==> config.mk <==
export PLATFORM = sky130hd
export DESIGN_NAME = mat_mult_loader
export DESIGN_NICKNAME = d
export VERILOG_FILES = /design/src/rtl/mat_mult_loader.sv
export SDC_FILE = /design/constraint.sdc
export NUM_CORES = 1
export LEC_CHECK = 0
export ABC_AREA = 1
export CORE_MARGIN = 5
export CORE_UTILIZATION = 43
export CTS_CLUSTER_SIZE = 16
export DETAILED_ROUTE_END_ITERATION = 7
export DONT_BUFFER_PORTS = 1
export PLACE_DENSITY = 0.57
export SYNTH_ARGS = -nofsm -noshare
export SYNTH_HDL_FRONTEND = slang
export SYNTH_SLANG_ARGS = --single-unit
==> constraint.sdc <==
create_clock -name clk -period 2.95 [get_ports clk]
set_clock_uncertainty 0.1 [all_clocks]
set_input_delay 0.1475 -clock clk [delete_from_list [all_inputs] [get_ports clk]]
set_output_delay 0.1475 -clock clk [all_outputs]
set_load 0.03 [all_outputs]
==> src/rtl/mat_mult_loader.sv <==
// mat_mult_loader: packs a 16-bit element stream into the 3x3 multiplier's A/B streams and sequences mult_en/done.
// Latency: mult_en in the cycle after edge E+SETTLE_CYCLES (E = final transfer), done one cycle later.
// Backpressure: in_ready is high only in LOAD (decoded from registered state), so the source holds its element while busy.
// Ports: clk/rst (sync, active-high); in_data/in_valid/in_ready element stream;
//        matrix_a_stream/matrix_b_stream packed a1..a9 / b1..b9 (e1 at the MSBs);
//        mult_en (registered), done (1-cycle pulse), busy (state != LOAD).
// Optional: MAT_LOADER_B_REUSE_EN adds b_reload; after one full load, later loads carry only A.
module mat_mult_loader #(
   parameter int ELEM_W        = 16,
   parameter int SETTLE_CYCLES = 1
) (
   input  logic                  clk,
   input  logic                  rst,
`ifdef MAT_LOADER_B_REUSE_EN
   input  logic                  b_reload,
`endif
   input  logic [ELEM_W-1:0]     in_data,
   input  logic                  in_valid,
   output logic                  in_ready,
   output logic [9*ELEM_W-1:0]   matrix_a_stream,
   output logic [9*ELEM_W-1:0]   matrix_b_stream,
   output logic                  mult_en,
   output logic                  done,
   output logic                  busy
);

   typedef enum logic [1:0] {
      ST_LOAD   = 2'd0,
      ST_SETTLE = 2'd1,
      ST_FIRE   = 2'd2,
      ST_DONE   = 2'd3
   } state_t;

   localparam logic [2:0] SETTLE_LAST = 3'(SETTLE_CYCLES - 1);

   state_t               state_q, state_d;
   logic [4:0]           elem_cnt_q, elem_cnt_d;
   logic [2:0]           settle_q, settle_d;
   logic [9*ELEM_W-1:0]  a_q, a_d, b_q, b_d;
   logic                 mult_en_q, mult_en_d;
   logic                 done_q, done_d;
   logic                 xfer;
   logic [3:0]           slot;
   logic [4:0]           last_cnt;

`ifdef MAT_LOADER_B_REUSE_EN
   // Set once a complete A+B load has been taken; B is then reused.
   logic                 b_loaded_q, b_loaded_d;
   assign last_cnt = b_loaded_q ? 5'd8 : 5'd17;
`else
   assign last_cnt = 5'd17;
`endif

   assign in_ready = (state_q == ST_LOAD) && !rst;
   assign xfer     = in_valid && in_ready;
   // Slot within the current matrix: 0..8 for A, 9..17 fold back onto 0..8 for B.
   assign slot     = (elem_cnt_q < 5'd9) ? elem_cnt_q[3:0] : 4'(elem_cnt_q - 5'd9);

   always_comb begin
      state_d    = state_q;
      elem_cnt_d = elem_cnt_q;
      settle_d   = settle_q;
      a_d        = a_q;
      b_d        = b_q;
`ifdef MAT_LOADER_B_REUSE_EN
      b_loaded_d = b_loaded_q;
`endif
      case (state_q)
         ST_LOAD: begin
            if (xfer) begin
               if (elem_cnt_q < 5'd9) begin
                  a_d[(8 - int'(slot))*ELEM_W +: ELEM_W] = in_data;
               end else begin
                  b_d[(8 - int'(slot))*ELEM_W +: ELEM_W] = in_data;
               end
               if (elem_cnt_q == last_cnt) begin
                  state_d    = ST_SETTLE;
                  elem_cnt_d = 5'd0;
`ifdef MAT_LOADER_B_REUSE_EN
                  b_loaded_d = 1'b1;
`endif
               end else begin
                  elem_cnt_d = elem_cnt_q + 5'd1;
               end
            end
         end
         ST_SETTLE: begin
            if (settle_q == SETTLE_LAST) begin
               state_d  = ST_FIRE;
               settle_d = 3'd0;
            end else begin
               settle_d = settle_q + 3'd1;
            end
         end
         ST_FIRE: begin
            state_d = ST_DONE;
         end
         default: begin
`ifdef MAT_LOADER_B_REUSE_EN
            if (b_reload) begin
               b_loaded_d = 1'b0;
            end
`endif
            state_d = ST_LOAD;
         end
      endcase
      // Outputs are registered, so they follow the state being entered.
      mult_en_d = (state_d == ST_FIRE);
      done_d    = (state_d == ST_DONE);
   end

   always_ff @(posedge clk) begin
      if (rst) begin
         state_q    <= ST_LOAD;
         elem_cnt_q <= 5'd0;
         settle_q   <= 3'd0;
         a_q        <= '0;
         b_q        <= '0;
         mult_en_q  <= 1'b0;
         done_q     <= 1'b0;
`ifdef MAT_LOADER_B_REUSE_EN
         b_loaded_q <= 1'b0;
`endif
      end else begin
         state_q    <= state_d;
         elem_cnt_q <= elem_cnt_d;
         settle_q   <= settle_d;
         a_q        <= a_d;
         b_q        <= b_d;
         mult_en_q  <= mult_en_d;
         done_q     <= done_d;
`ifdef MAT_LOADER_B_REUSE_EN
         b_loaded_q <= b_loaded_d;
`endif
      end
   end

   assign matrix_a_stream = a_q;
   assign matrix_b_stream = b_q;
   assign mult_en         = mult_en_q;
   assign done            = done_q;
   assign busy            = (state_q != ST_LOAD);

endmodule
== After elaboration in Yosys (flattened, before gate mapping) ==
Cells that the tools add are included.

* Bitwise operators: 1
* Reduce and logical (&&, ||, !) cells: 9
* $lt $le $gt $ge: 1
* Shifts and indexed selects: 2
* Mux-type cells: 9
* Eq/ne operators: 5
* $add $sub $neg: 5

{| class="wikitable"
|+ Operator list
! operator !! number
|-
| $bwmux W144 || 2
|-
| $shift A16 B33 Y144 const A || 1
|-
| $shiftx A16 B33 Y144 || 1
|-
| $neg A9 Y33 || 1
|-
| $eq A2 B2 Y1 const B || 3
|-
| $mux W2 || 3
|-
| $pmux W2 S3 || 1
|-
| $reduce_and A3 Y1 || 2
|-
| $add A5 B1 Y5 const B || 1
|-
| $eq A5 B5 Y1 const B || 1
|-
| $lt A5 B4 Y1 const B || 1
|-
| $mux W5 || 1
|-
| $sub A4 B4 Y5 const A || 1
|-
| $mux W4 || 1
|-
| $sub A4 B4 Y4 const B || 1
|-
| $add A3 B1 Y3 const B || 1
|-
| $logic_not A3 Y1 || 1
|-
| $mux W3 || 1
|-
| $eq A2 B1 Y1 const B || 1
|-
| $logic_and A1 B1 Y1 || 2
|-
| $logic_not A2 Y1 || 1
|-
| $reduce_and A2 Y1 || 1
|-
| $reduce_bool A2 Y1 || 1
|-
| $logic_not A1 Y1 || 1
|-
| $not A1 Y1 || 1
|}

* Bits in registers: 300
* Input bits: 19
* Word-level logic and storage cells: 39
* Output and inout bits: 292

== Longest topological paths before layout ==
* Depth after elaboration: 6
* Depth in mapped cells: 19

== Least setup slack after synthesis ==
OpenSTA, ideal clock, no wires.

* Path type: register to register
* Start point: register elem_cnt_q[0]
* End point: register a_q[100] (netlist: matrix_a_stream[100])
* Required time: 2735 ps
* Stages on the path, launching flop included: 17
* Buffers on the path: 1
* Clock period less this slack: 2683 ps
* Data arrival time: 2467 ps
* Setup slack: 267 ps
* Cells stage by stage: dfxtp_1 -> inv_2 -> ha_1 -> nand2_1 -> nand2_1 -> ha_1 -> inv_1 -> nand2_2 -> inv_2 -> nand3_1 -> nand3_4 -> nand3_2 -> nor2_4 -> buf_2 -> nand3_1 -> nand2_1 -> nor2_1

* Longest elaborated chain between the ends: 6
* Elaborated cells between the ends (all ways): 9
* Those cells by class: add/sub (3); order compare (1); shift (2); mux (2); reduce/logical (1)

{| class="wikitable"
|+ RTL lines
! element !! RTL line !! text
|-
| start: declaration || 37 || <nowiki>logic [4:0] elem_cnt_q, elem_cnt_d;</nowiki>
|-
| start signal: assignment || 126 || <nowiki>elem_cnt_q <= elem_cnt_d;</nowiki>
|-
| $sub A4 B4 Y4 / $lt A5 B4 Y1 (equally long branches) || 57, 71 ||
|-
| $mux W4 || 57 || <nowiki>assign slot = (elem_cnt_q < 5'd9) ? elem_cnt_q[3:0] : 4'(elem_cnt_q - 5'd9);</nowiki>
|-
| $sub A4 B4 Y5 || 72 || <nowiki>a_d[(8 - int'(slot))*ELEM_W +: ELEM_W] = in_data;</nowiki>
|-
| $neg A9 Y33 || 72 ||
|-
| $shiftx A16 B33 Y144 / $shift A16 B33 Y144 (equally long branches) || 72 ||
|-
| $bwmux W144 || 72 ||
|-
| end signal: assignment || 117 || <nowiki>a_q <= '0;</nowiki>
|-
| end signal: assignment || 128 || <nowiki>a_q <= a_d;</nowiki>
|-
| end: declaration || 39 || <nowiki>logic [9*ELEM_W-1:0] a_q, a_d, b_q, b_d;</nowiki>
|}

Several ways; a longest one is shown, not always the timed one.
A chain may end at the register's enable or synchronous reset.

== Final worst setup path ==
* Start point: register elem_cnt_q[1]
* End point: register a_q[62] (netlist: matrix_a_stream[62])

Same word-level chain as after synthesis.

==> flow_summary_export.csv <==
group,metric,value,unit
floorplanning,die_y,180,um
timing,final.setup.tns,0,ns
timing,setup_viol,0,
clock_network,clock_tree.buffer_depth,3,
routing,drcViolationCount,0,
routing,avgRoutedWirePerCell,18.4,um
grt,globalRouteOverflowTotal,0,
clock_network,root_buffer,"clkbuf_16",
grt,antenna_found_initial,1,
logic_synthesis,yosysWarningCount,0,
placed_design,dp_hpwl,28400,um
floorplanning,core,28600,um2
logic_synthesis,synthCells,1769,
floorplanning,fp.dieW,180,um
worst_hold_path,hp-class,"input port to register",
power_and_ir_drop,power.leakage,6.62,nW
grt,grt_pass1_vias,9786,
routing,first_iter_violations,810,
setup_path,worst-setup-path-type,"register to register",
finish,fin_nets,1792,
grt,grt_pass1_wl,59800,um
timing,finalCritPeriodShare,0.933,
setup_path,arrival,3.08,ns
timing,finalCriticalPeriod,2.75,ns
timing,rsz0062_at_grt,"no",
setup_path,cp.required,3.28,ns
finish,layout_commonest_cell,"nand2_1",
routing,vias,10900,
floorplanning,io_pins,311,
floorplanning,start_util,0.434,
timing,tightest_slew,0.574,ns
routing,m1WireLength,17000,um
logic_synthesis,ys_seq_elements,300,
placed_design,place_area,12900,um2
power_and_ir_drop,pwr_density_cell,639,nW/um2
grt,grt_start_max_net_pins,82,
clock_network,cts_made_buffers,34,
finish,syn2layout_area_growth,14.5,%
timing,clock.fmax,0.363,GHz
clock_network,cts_tree,"done",
placed_design,gp_congestion,0.887,
outcome,outcome,"completed",
flow_run,drv_cap,0,
timing,whs,0.0287,ns
clock_network,worstSkewPairLatency,0.50,ns
logic_synthesis,syn_area_per_cell,7.03,um2
finish,final_area,14200,um2
routing,wl_met3,4240,um
logic_synthesis,synth_nets,1794,
floorplanning,core.rowCount,62,
routing,routed_via_density,5.01,
timing,drv_slew,0,
routing,drt_pre_antenna_iters,5,
setup_path,start_kind,"register",
logic_synthesis,seq_area_frac_synth,0.483,
logic_synthesis,syn_area,12400,um2
grt,track_usage,0.230,
clock_network,clock-sinks,300,
placed_design,io_buffers,0,
power_and_ir_drop,ir_drop,0.391,mV
logic_synthesis,synth_cell_types,35,
finish,final_cell_mix,"nand2_1 (395), dfxtp_1 (299), nor2_1 (290), inv_1 (229), a21oi_1 (177)",
setup_path,end_kind,"register",
timing,maxSlewHeadroom,0.617,
finish,drive_above_1_share,0.0811,
setup_path,worst-path-max-fanout,17,
clock_network,htree_levels,2,
timing,final_hold_viol_count,0,
clock_network,clk_pin_slew,0.05,ns
floorplanning,die_area,32400,um2
routing,dr.max_layer_used,"met4",
routing,totalWireLength,40000,um
routing,wl_met2,17400,um
routing,ant_nets,0,
synth_stat cells (all sizes together):
cell | instances | area [um2]
o21ai | 120 | 616
and2 | 2 | 12.5
o211ai | 1 | 7.51
buf | 49 | 269
inv | 242 | 908
xor2 | 1 | 8.76
a21oi | 178 | 891
a211oi | 1 | 7.51
nand3 | 55 | 343
nand4 | 33 | 236
nand2 | 405 | 1560
clkbuf | 53 | 199
nor2 | 302 | 1160
or2 | 1 | 6.26
dfxtp | 300 | 6010
xnor2 | 1 | 8.76
ha | 6 | 75.1
nor3 | 17 | 110
a31oi | 1 | 6.26
nor3b | 1 | 7.51
worst max-delay path, cell delays in order, from the launching register on:
cell	delay, ns
dfxtp_2	0.35
inv_1	0.09
ha_1	0.31
nand2_1	0.07
nand2_1	0.07
ha_1	0.32
inv_1	0.08
nand2_2	0.13
nor2_4	0.06
nand3_4	0.10
nand2_4	0.13
buf_4	0.21
nor3_1	0.30
inv_1	0.19
a21oi_1	0.16
state kept, by name (all words and copies together), names as in the netlist:
| signal | count |
|---|---|
| state_q | 2 |
| done | 1 |
| matrix_b_stream | 144 |
| settle_q | 3 |
| matrix_a_stream | 144 |
| mult_en | 1 |
| elem_cnt_q | 5 |
layout make-up:
| class | instances | area (um2) |
|---|---|---|
| clock buffers | 51 | 946 |
| multi-input cells | 1125 | 5090 |
| flip-flops and latches | 300 | 6010 |
| clock inverters | 6 | 113 |
| inverters | 242 | 913 |
| fillers | 2839 | 14400 |
| well taps | 384 | 480 |
| diodes | 1 | 2.50 |
| repair buffers | 64 | 688 |
cells by family (layout without fill, tap and decap cells):
logic type               count (synthesis)  count (layout)  share of synthesized area
XOR/XNOR                                 2               2                    0.00141
AO/OA/AOI/OAI                          301             301                      0.123
adder cells (fa/ha/maj)                  6               6                    0.00604
flip-flops                             300             300                      0.483
AND/OR/NAND/NOR                        816             816                      0.276
buffers and inverters                  344             363                      0.111
other                                    0               1                          0
timing repair:
| item | 4_1_cts | 5_1_grt |
|---|---|---|
| setup endpoints to repair | 0 | 150 |
| gates resized for setup | 0 | 11 |
| setup buffers | 0 | 3 |
| hold endpoints to repair | 128 | 0 |
| hold buffers | 18 | 0 |
metal layers:
layer / track usage / vias up
met5: 0 / -
met2: 0.351 / 429
met1: 0.307 / 4919
met3: 0.0828 / 75
li1: - / 5473
met4: 0.0744 / 0
report_power, final:
part / switching, mW / internal [mW]
Clock: 1.63 / 2.48
Sequential: 0.108 / 4.09
Combinational: 0.572 / 0.221
Total: 2.31 / 6.79
stage by stage:
step                      power (mW)  std cells   util  worst slack, ns
after global placement          4.99       2091  0.449            0.178
after CTS                       9.13       2166  0.493           0.0920
after floorplan                 4.78       1769      -            0.267
after global routing            9.45       2173  0.498          0.00985
after detailed placement        4.99       2091  0.449            0.120
final                           9.10       2173  0.498            0.198
path summary, 6_finish.rpt:
kind	from	endpoint	slack, ns	depth (start not counted)
max	elem_cnt_q[1]$_SDFFE_PP0P_	matrix_a_stream[62]$_SDFFE_PP0P_	0.20	14
min	rst	elem_cnt_q[1]$_SDFFE_PP0P_	0.03	3
max reg2reg	elem_cnt_q[1]$_SDFFE_PP0P_	matrix_a_stream[62]$_SDFFE_PP0P_	0.20	14
min reg2reg	settle_q[1]$_SDFFE_PP0P_	settle_q[1]$_SDFFE_PP0P_	0.39	2
Note: power is estimated with default switching activity, not from simulation.
